[config.mk]
export PLATFORM = sky130hd
export DESIGN_NAME = irq_arbiter
export DESIGN_NICKNAME = d
export VERILOG_FILES = /design/src/rtl/exc_pkg.sv /design/src/rtl/irq_pick.sv /design/src/rtl/irq_arbiter.sv
export SDC_FILE = /design/constraint.sdc
export NUM_CORES = 1
export LEC_CHECK = 0
export CORE_AREA = 2 2 39 41
export DETAILED_ROUTE_END_ITERATION = 7
export DIE_AREA = 0 0 41 43
export PLACE_DENSITY = 0.7
export RECOVER_POWER = 100
export SLEW_MARGIN = 0
export SYNTH_ARGS = -nofsm -noshare
export SYNTH_HDL_FRONTEND = slang
export SYNTH_SLANG_ARGS = --single-unit
[constraint.sdc]
create_clock -name clk -period 1.11 [get_ports clk]
set_input_delay 0.222 -clock clk [delete_from_list [all_inputs] [get_ports clk]]
set_output_delay 0.222 -clock clk [all_outputs]
set_load 0.01 [all_outputs]
[src/rtl/exc_pkg.sv]
// Shared exception/interrupt types: arbiter state encoding and EStatus cause codes.
package exc_pkg;

  typedef enum logic [1:0] {
    IDLE    = 2'd0,
    REQ     = 2'd1,
    SERVICE = 2'd2
  } irq_state_t;

  localparam logic [3:0] ESTAT_NONE   = 4'b0000;
  localparam logic [3:0] ESTAT_EXTIRQ = 4'b0001;
  localparam logic [3:0] ESTAT_BADOP  = 4'b0010;

endpackage

[src/rtl/irq_pick.sv]
// Combinational winner selection over the IRQ request lines.
// With IRQ_ROUND_ROBIN_EN the search starts at ptr; otherwise the lowest index wins.
module irq_pick #(
  parameter int N_IRQ = 4,
  parameter int IW    = $clog2(N_IRQ)
) (
  input  logic [N_IRQ-1:0] req,
`ifdef IRQ_ROUND_ROBIN_EN
  input  logic [IW-1:0]    ptr,
`endif
  output logic [IW-1:0]    idx,
  output logic             valid
);

  // Scanning from the far end lets the highest-precedence line overwrite last.
  always_comb begin
    // NOTE: every output gets a default before any conditional write, so no latch is inferred.
    idx   = '0;
    valid = |req;
`ifdef IRQ_ROUND_ROBIN_EN
    for (int i = N_IRQ - 1; i >= 0; i--) begin
      if (req[(int'(ptr) + i) % N_IRQ]) begin
        idx = IW'((int'(ptr) + i) % N_IRQ);
      end
    end
`else
    for (int i = N_IRQ - 1; i >= 0; i--) begin
      if (req[i]) begin
        idx = IW'(i);
      end
    end
`endif
  end

endmodule

[src/rtl/irq_arbiter.sv]
// Funnels N_IRQ level-sensitive interrupt lines onto the controller's single ExtIRQ/ExtIAck
// handshake, one at a time until ERET. Define IRQ_ROUND_ROBIN_EN for round-robin arbitration.
module irq_arbiter
  import exc_pkg::*;
#(
  parameter int N_IRQ = 4,
  parameter int IW    = $clog2(N_IRQ)
) (
  input  logic             clk,
  input  logic             reset,
  input  logic [N_IRQ-1:0] irq_req,
  input  logic             ExtIAck,
  input  logic             ERet,
  input  logic             Exc,
  output logic             ExtIRQ,
  output logic [IW-1:0]    irq_id,
  output logic [N_IRQ-1:0] irq_ack,
  output logic             busy,
  output logic             int_exc
);

  irq_state_t       state_q, state_d;
  logic             ext_irq_q, ext_irq_d;
  logic [IW-1:0]    irq_id_q, irq_id_d;
  logic [N_IRQ-1:0] irq_ack_q, irq_ack_d;
  logic             int_exc_q, int_exc_d;
  logic [IW-1:0]    pick_idx;
  logic             pick_valid;
`ifdef IRQ_ROUND_ROBIN_EN
  logic [IW-1:0]    ptr_q, ptr_d;
`endif

  irq_pick #(
    .N_IRQ (N_IRQ),
    .IW    (IW)
  ) u_pick (
    .req   (irq_req),
`ifdef IRQ_ROUND_ROBIN_EN
    .ptr   (ptr_q),
`endif
    .idx   (pick_idx),
    .valid (pick_valid)
  );

  always_comb begin
    state_d   = state_q;
    irq_id_d  = irq_id_q;
    irq_ack_d = '0;
    int_exc_d = int_exc_q;
`ifdef IRQ_ROUND_ROBIN_EN
    ptr_d     = ptr_q;
`endif
    unique case (state_q)
      IDLE: begin
        // An internal exception takes precedence; pending lines wait for the next IDLE.
        if (Exc) begin
          state_d   = SERVICE;
          int_exc_d = 1'b1;
        end else if (pick_valid) begin
          irq_id_d = pick_idx;
          state_d  = REQ;
        end
      end
      REQ: begin
        // The grant stands even if the source drops its line before the acknowledge.
        if (ExtIAck) begin
          irq_ack_d = N_IRQ'(1) << irq_id_q;
          state_d   = SERVICE;
`ifdef IRQ_ROUND_ROBIN_EN
          ptr_d     = (irq_id_q == IW'(N_IRQ - 1)) ? '0 : irq_id_q + IW'(1);
`endif
        end
      end
      SERVICE: begin
        if (ERet) begin
          state_d   = IDLE;
          int_exc_d = 1'b0;
        end
      end
      default: state_d = IDLE;
    endcase
    ext_irq_d = (state_d == REQ);
  end

  always_ff @(posedge clk) begin
    // NOTE: state registers use non-blocking assignment so every flop samples pre-edge values.
    if (reset) begin
      state_q   <= IDLE;
      ext_irq_q <= 1'b0;
      irq_id_q  <= '0;
      irq_ack_q <= '0;
      int_exc_q <= 1'b0;
`ifdef IRQ_ROUND_ROBIN_EN
      ptr_q     <= '0;
`endif
    end else begin
      state_q   <= state_d;
      ext_irq_q <= ext_irq_d;
      irq_id_q  <= irq_id_d;
      irq_ack_q <= irq_ack_d;
      int_exc_q <= int_exc_d;
`ifdef IRQ_ROUND_ROBIN_EN
      ptr_q     <= ptr_d;
`endif
    end
  end

  assign ExtIRQ  = ext_irq_q;
  assign irq_id  = irq_id_q;
  assign irq_ack = irq_ack_q;
  assign int_exc = int_exc_q;
  assign busy    = (state_q != IDLE);

endmodule
==> out/metrics.cfg, run 1 <==
[detailed_routing]
routed_wl_um=870
wl_met1_um=384
top_layer=met4
dr_total_vias=393
final_antenna_net_count=0
viasPerCell=4.73
dr.first_iter.drc_count=1
routed-wl-met2_um=394
wl_met3_um=51
wire_per_inst_um=10.5
drt_pre_antenna_iters=4
route.detailed.drc=0

[yosys]
synthAdderAreaFrac_pct=0
synth_cell_types=23
synth_warnings=0
synthTopCellsByArea=dfxtp_1 (49%), o31ai_4 (5.2%), a21oi_1 (4.9%)
avgSynthCellArea_um2=10.3
yosysSeqAreaShare_pct=48.6
synthCells=40
synth_top_area_share_pct=48.6
syn_area_um2=412
synth_enable_flop_cells=0
syn_nets=49
yosys_register_bits=10
synth_ff_type=dfxtp_1
synth-xor-area-share_pct=0
synth-simple-area-share_pct=26.7
yosysTopAreaCell=dfxtp_1
synthArstFlopShare_pct=0
synth_top_family_by_area=simple AND/OR/NAND/NOR gates
synthMuxAreaShare_pct=7.60
synth_compound_area_share_pct=16.1

[min_path]
hold_class=input pin to flip-flop

[clocking]
postCtsHoldBufs=0
clockBufferDepth=2
cts_root_buffer=clkbuf_4
insertion_delay_ns=0.26
cts.htree.levels=1
clkSinkCount=10
cts_buffers=3
cts_tree=done
clkTransAtPathRegs_ns=0.07

[timing]
max_freq_ghz=0.866
worst_pin_slew_ns=0.231
timing.hold.ws_ns=0.461
rsz0062_at_grt=yes
finalMaxSlewViolations=0
finalHoldViolCount=0
fin_crit_ns=1.15
slew_headroom_pct=84.6
fin_ws_ns=-0.0447
period_share_pct=104
clock_skew_ns=0.00379
finalSetupViolations=1

[critical_path]
worst_r2r_path_depth=4
cp_slowest_cell=dfxtp_2
r2r_setup_slack_ns=0.01
path_buf_inv=1
required_ns=0.89
crit_cells=2
start_kind=flip-flop
path_max_fanout=2
cp-startpoint=state_q[1]
crit_chain=or2_4 -> buf_6
timing.rr.end=state_q[1]
r2r_start=state_q[0]
worstSetupPathType=flip-flop to output port
end_kind=output port
cp_data_arrival_time_ns=0.93
crit_path_end=busy
cp_top_family=flip-flops
cpPeakStageDelay_ns=0.32

[final_layout]
nets=77
final_cell_mix=dfxtp_1 (9), dlygate4sd2_1 (7), clkdlybuf4s50_1 (6)
diodes=0
areaGrowthSynthToFinish_pct=65.3
layout-drive-gt1-share_pct=26.9
final_common_cell=dfxtp_1

[global_route]
gr-usage-all-layers_pct=12.6
antenna_found_initial=0
grt_pass1_wl_mm=1.43
grt_max_degree=8
grt_overflow_total=0
grt_pass1_vias=357

[floorplan]
dieWidth_um=41
rows=14
core-area_mm2=0.00138
fp.dieArea_mm2=0.00176
pin_count=18
die_y_um=43
start_util_pct=29.7

[power_and_ir_drop]
p_leak_nw=0.313
total_power_mw=0.903
p_per_area_mw_per_mm2=1330
peakVddDrop_uv=438

[place]
numPortBuffers=17
place_congestion=0.708
dpl.hpwl_um=662

[run_status]
status=finished, violations left
violations=negative setup slack

[flow_run]
cap_violations=0

[layer usage]
metal	vias to the layer above	global-route usage, %
met2	17	17.8
met1	175	13.3
met3	4	4.71
li1	197	-
met5	-	0
met4	0	12.0
[stage by stage]
stage	utilization, %	std cells	setup WS [ns]	setup TNS (ns)	cell area [um2]
6_report	49.2	83	-0.0447	-0.0447	681
5_1_grt	49.2	83	-0.0783	-0.271	681
4_1_cts	49.3	83	-0.107	-0.107	682
3_5_place_dp	46.7	79	-0.312	-1.85	647
3_3_place_gp	46.7	79	-0.279	-1.75	647
2_1_floorplan	-	40	0.105	0	412
[worst min-delay path by stage]
stage,start,end,slack (ns),cells past startpoint
after floorplan,reset,ExtIRQ,0.29,1
after global placement,int_exc,int_exc,0.48,2
after detailed placement,int_exc,int_exc,0.49,2
after CTS,irq_req[2],irq_id[0],0.46,4
after global routing,int_exc,int_exc,0.52,2
final,irq_req[2],irq_id[0],0.46,4
[logic make-up after synthesis]
group / Yosys count
compound gates: 9
buf+inv: 1
simple gates: 17
flops: 10
mux: 3
[power by group]
part / leakage (nW) / switching (mW) / total [mW] / internal [mW]
combinational: 0.210 / 0.0787 / 0.187 / 0.108
sequential: 0.0821 / 0.0101 / 0.390 / 0.380
clock: 0.0210 / 0.127 / 0.326 / 0.199
[what timing repair did]
| item | CTS | global route |
|---|---|---|
| pin swaps | 2 | 0 |
| buffers inserted | 0 | 0 |
| setup endpoints to repair | 12 | 8 |
| endpoints found under the hold margin | 0 | 0 |
| gates resized for setup | 18 | 7 |
| cloned | 0 | 0 |
[worst min-delay path, delay by kind of cell]
family | cells | cell delay, ns
buffers and inverters | 1 | 0.21
AOI/OAI and AO/OA | 1 | 0.13
muxes | 1 | 0.06
and+or+nand+nor | 1 | 0.04
[sequential cells by signal, indices dropped and copies added (netlist names)]
signal   cells
irq_id       2
irq_ack      4
int_exc      1
ExtIRQ       1
state_q      2
[synth_stat cells, types with 2 or more instances]
| cell | instances |
|---|---|
| dfxtp_1 | 10 |
| a21oi_1 | 4 |
| nor2_1 | 4 |
| mux2i_1 | 2 |
| o21ai_0 | 2 |
[layout make-up]
cell class	instances	area, um2
Fill cell	144	703
Multi-Input combinational cell	29	219
Sequential cell	10	201
Timing Repair Buffer	23	200
Clock buffer	4	36.3
Tap cell	16	20.0
Inverter	1	3.75
Power figures use the tool's default switching activity.
==> run 2, diff against run 1 <==
CTS_BUF_LIST = sky130_fd_sc_hd__clkbuf_8   (was default)
==> run 2 against run 1 <==
The run still ends with negative setup slack left. Sequential share of layout area decreased by 1.4 points. Global-route usage increased by 0.91 points. Clock power increased by 43%. First-iteration DRC count unchanged. Critical endpoint unchanged. Highest routed layer unchanged.
==> out/metrics.cfg, run 2 (same netlist as run 1, synthesis figures left out) <==
[final_layout]
final_cell_mix=dlygate4sd2_1 (10), dfxtp_1 (8), clkdlybuf4s50_1 (5)
layout-drive-gt1-share_pct=26.9
largest_reg_flops=4
final_cell_area_um2=718
diodes=0
final_cells=83
areaGrowthSynthToFinish_pct=74.5
final_common_cell=dlygate4sd2_1
nets=77

[timing]
slew_headroom_pct=84.5
finalSetupViolations=1
fin_crit_ns=1.14
clock_skew_ns=0.00728
finalMaxSlewViolations=0
fin_ws_ns=-0.0290
max_freq_ghz=0.878
worst_pin_slew_ns=0.232
rsz0062_at_grt=yes
finalHoldViolCount=0
period_share_pct=103

[critical_path]
crit_chain=or2_4 -> buf_6
cpPeakStageDelay_ns=0.32
worstSetupPathType=flip-flop to output port
cp_top_family=flip-flops
path_buf_inv=1
end_kind=output port
required_ns=0.89
path_max_fanout=2
start_kind=flip-flop
cp_data_arrival_time_ns=0.92
cp_slowest_cell=dfxtp_2

[clocking]
clockBufferDepth=2
cts.htree.levels=1
cts_tree=done
cts_root_buffer=clkbuf_8
insertion_delay_ns=0.24
cts_buffers=3
clkSinkCount=10
postCtsHoldBufs=0
clkTransAtPathRegs_ns=0.05

[power_and_ir_drop]
internal_power_mw=0.808
seq_power_share_pct=37.3
p_per_area_mw_per_mm2=1460
p_comb_share_pct=18.4
total_power_mw=1.05
power_frac_clock_pct=44.3
swShare_pct=23.1
p_leak_nw=0.347
switchingPower_mw=0.242
peakVddDrop_uv=589

[place]
dpl.hpwl_um=662
dp_cells=79
place_area_um2=647
pre_cts_slack_ns=-0.312
numPortBuffers=17
place_congestion=0.708

[run_status]
violations=negative setup slack
status=finished, violations left

[global_route]
grt_pass1_vias=355
grt_pass1_wl_mm=1.46
grt_overflow_total=0
grt_max_degree=8
antenna_found_initial=0
gr-usage-all-layers_pct=13.5

[floorplan]
start_util_pct=29.7
rows=14
die_y_um=43
dieWidth_um=41
fp.dieArea_mm2=0.00176
core-area_mm2=0.00138
pin_count=18

[detailed_routing]
dr_total_vias=391
wire_per_inst_um=10.7
drt_pre_antenna_iters=2
route.detailed.drc=0
routed_wl_um=892
dr.first_iter.drc_count=1
viasPerCell=4.71
final_antenna_net_count=0

[min_path]
hold_class=input pin to flip-flop

[flow_run]
cap_violations=0

[run 2: cell count changes in the layout (fill, tap and decap cells not counted), sizes merged]
cell | before | now
dlymetal6s2s | 0 | 1
clkdlybuf4s50 | 6 | 5
dlygate4sd2 | 7 | 10
clkbuf | 6 | 4
clkdlybuf4s15 | 1 | 0
[run 2: area by class of cell]
cell class	instances	area, um2
Clock buffer	4	55.1
Fill cell	138	666
Inverter	1	3.75
Multi-Input combinational cell	29	223
Sequential cell	10	203
Tap cell	16	20.0
Timing Repair Buffer	23	214
[run 2: repair_timing]
item | CTS | global route
endpoints found under the setup margin | 12 | 5
setup buffers | 0 | 0
resized for setup | 18 | 6
pin swaps | 2 | 2
[run 2: per-layer routing]
metal / part of all wire [%] / wire length (um) / global-route usage [%]
met1: 44 / 390 / 14.6
met2: 45 / 401 / 17.5
met3: 5.2 / 46 / 4.71
met4: 5.9 / 53 / 16.0
met5: 0 / 0 / 0
[run 2: power by group through the flow]
stage	clock network, mW	registers (mW)	logic, mW
after CTS	0.469	0.390	0.187
after global routing	0.488	0.395	0.209
final	0.465	0.392	0.193
after detailed placement	0	0.397	0.186
after global placement	0	0.396	0.186
after floorplan	0	0.412	0.0636
[run 2: per-stage QoR]
stage | setup TNS, ns | utilization, % | hold WS [ns]
6_report | -0.0290 | 51.9 | 0.419
3_3_place_gp | -1.75 | 46.7 | 0.479
4_1_cts | -0.0168 | 50.7 | 0.486
2_1_floorplan | 0 | - | 0.291
5_1_grt | -0.122 | 51.9 | 0.450
3_5_place_dp | -1.85 | 46.7 | 0.492
[run 2: worst paths after layout]
kind / startpoint / end / slack (ns) / cells past startpoint
setup / recovery: state_q[1] / busy / -0.03 / 2
hold reg to reg: int_exc / int_exc / 0.50 / 2
hold / removal: Exc / state_q[0] / 0.42 / 4
setup reg to reg: state_q[0] / irq_id[0] / 0.04 / 4
[run 2: worst reg2reg max path, delay by kind of cell, from the launching register on]
kind | cells | cell delay (ns)
compound gates | 1 | 0.12
buf+inv | 1 | 0.13
flops | 1 | 0.32
mux | 1 | 0.13
simple gates | 1 | 0.26
==> run 3, diff against run 2 <==
clock period = 1.3 ns   (was 1.11 ns; I/O delays follow)
==> run 3 against run 2 <==
The run now ends clean. Cell count stayed put. Setup slack gained 0.11 ns. Total power shrank 18%. Flip-flop and latch count is the same. Clock power decreased by 18%. Sequential power shrank 15%. Die area unchanged. Non-clock buffer count unchanged. Global-route usage down 1.5 points. Critical path type is now flip-flop to flip-flop. Critical endpoint is now state_q[1].
==> out/metrics.cfg, run 3 (same netlist as run 1, synthesis figures left out) <==
[critical_path]
timing.rr.end=state_q[1]
worst_r2r_path_depth=4
crit_chain=clkbuf_1 -> mux2_2 -> mux2i_1 -> nor2_1
path_max_fanout=7
end_kind=flip-flop
r2r_start=state_q[0]
start_kind=flip-flop
worstSetupPathType=flip-flop to flip-flop
required_ns=1.43
cp_data_arrival_time_ns=1.35
r2r_setup_slack_ns=0.08
cpPeakStageDelay_ns=0.37
cp_slowest_cell=mux2_2

[final_layout]
nets=77
seqCellArea_um2=200
largest_reg_flops=4
fin_util_pct=49.3
fill_cells=135
diodes=0
multi_input_area_um2=208
final_common_cell=dfxtp_1
areaGrowthSynthToFinish_pct=65.7
final_cell_mix=dfxtp_1 (10), dlygate4sd2_1 (8), clkdlybuf4s50_1 (7)
layout-drive-gt1-share_pct=19.4

[place]
pre_cts_slack_ns=-0.171
numPortBuffers=17
dpl.hpwl_um=648
place_congestion=0.708

[floorplan]
pin_count=18
die_y_um=43
start_util_pct=29.7
fp.dieArea_mm2=0.00176
core-area_mm2=0.00138
rows=14
dieWidth_um=41

[timing]
rsz0062_at_grt=no
max_freq_ghz=0.817
finalSetupViolations=0
fin_crit_ns=1.22
setup_tns_ns=0
fin_ws_ns=0.0763
worst_pin_slew_ns=0.321
slew_headroom_pct=78.5
timing.hold.ws_ns=0.491
finalMaxSlewViolations=0
period_share_pct=94.1
clock_skew_ns=0.00163
finalHoldViolCount=0

[power_and_ir_drop]
p_comb_share_pct=16.6
switchingPower_mw=0.186
swShare_pct=21.7
peakVddDrop_uv=839
p_leak_nw=0.319
internal_power_mw=0.671
seq_power_share_pct=38.8
power_frac_clock_pct=44.5
p_per_area_mw_per_mm2=1260

[global_route]
use_met1_pct=12.9
grt_pass1_vias=324
grt_busiest_layer=met2
grt_overflow_total=0
met2_usage_pct=16.3
grt_max_degree=8
gr-usage-all-layers_pct=12.0
met3_usage_pct=9.42
antenna_found_initial=0
grt_pass1_wl_mm=1.32

[detailed_routing]
dr.first_iter.drc_count=3
final_antenna_net_count=0
routed_wl_um=818
wire_per_inst_um=9.86
route.detailed.drc=0
drt_pre_antenna_iters=2
viasPerCell=4.64
dr_total_vias=385

[flow_run]
cap_violations=0

[clocking]
clockBufferDepth=2
clkTransAtPathRegs_ns=0.05
cts_root_buffer=clkbuf_8
cts.htree.levels=1
clkSinkCount=10
postCtsSetupBuffers=0
cts_tree=done
cts_buffers=3
insertion_delay_ns=0.23

[min_path]
hold_path_end=int_exc
hold_class=flip-flop to flip-flop
hold_start=int_exc
hold-path-cell-count=2

[run_status]
status=finished, final reports clean

## run 3: per-layer routing
| layer | vias up | part of all wire [%] |
|---|---|---|
| met5 | - | 0 |
| met4 | 0 | 2.1 |
| met3 | 4 | 9.5 |
| met2 | 16 | 43 |
| met1 | 171 | 45 |
| li1 | 194 | - |
## run 3: repair_timing
| item | CTS | global route |
|---|---|---|
| endpoints found under the setup margin | 9 | 0 |
| hold buffers | 0 | 0 |
| resized for setup | 12 | 0 |
| hold endpoints to repair | 0 | 0 |
## run 3: worst max-delay path by stage
stage	startpoint	end	slack, ns	cells after the start
floorplan	state_q[0]	state_q[1]	0.30	3
global placement	irq_req[2]	irq_id[0]	-0.13	4
detailed placement	irq_req[2]	irq_id[0]	-0.17	4
CTS	irq_req[2]	irq_id[0]	0.07	4
global route	irq_req[2]	irq_id[0]	0.002	4
finish	state_q[0]	state_q[1]	0.08	4
## run 3: layout make-up
cell class	count	area share, %
Clock buffer	4	8.07
Sequential cell	10	29.4
Tap cell	16	2.94
Timing Repair Buffer	23	28.6
Multi-Input combinational cell	29	30.5
Inverter	1	0.550
## run 3: critical path: cells and delay by family (launching register included)
family                 cells  cell delay, ns
AND/OR/NAND/NOR            1            0.05
multiplexers               2            0.50
flip-flops                 1            0.32
buffers and inverters      1            0.25
## run 3: per-stage QoR
step           total power, mW  std cells  cell area [um2]
6_report                 0.857         83              682
5_1_grt                  0.906         83              682
4_1_cts                  0.873         83              687
3_5_place_dp             0.498         79              647
3_3_place_gp             0.497         79              647
2_1_floorplan            0.406         40              412
## run 3: power by group through the flow
| stage | clock network [mW] | logic [mW] | registers [mW] |
|---|---|---|---|
| finish | 0.382 | 0.143 | 0.333 |
| global route | 0.414 | 0.157 | 0.335 |
| CTS | 0.393 | 0.148 | 0.333 |
| detailed placement | 0 | 0.159 | 0.339 |
| global placement | 0 | 0.159 | 0.338 |
| floorplan | 0 | 0.0543 | 0.352 |
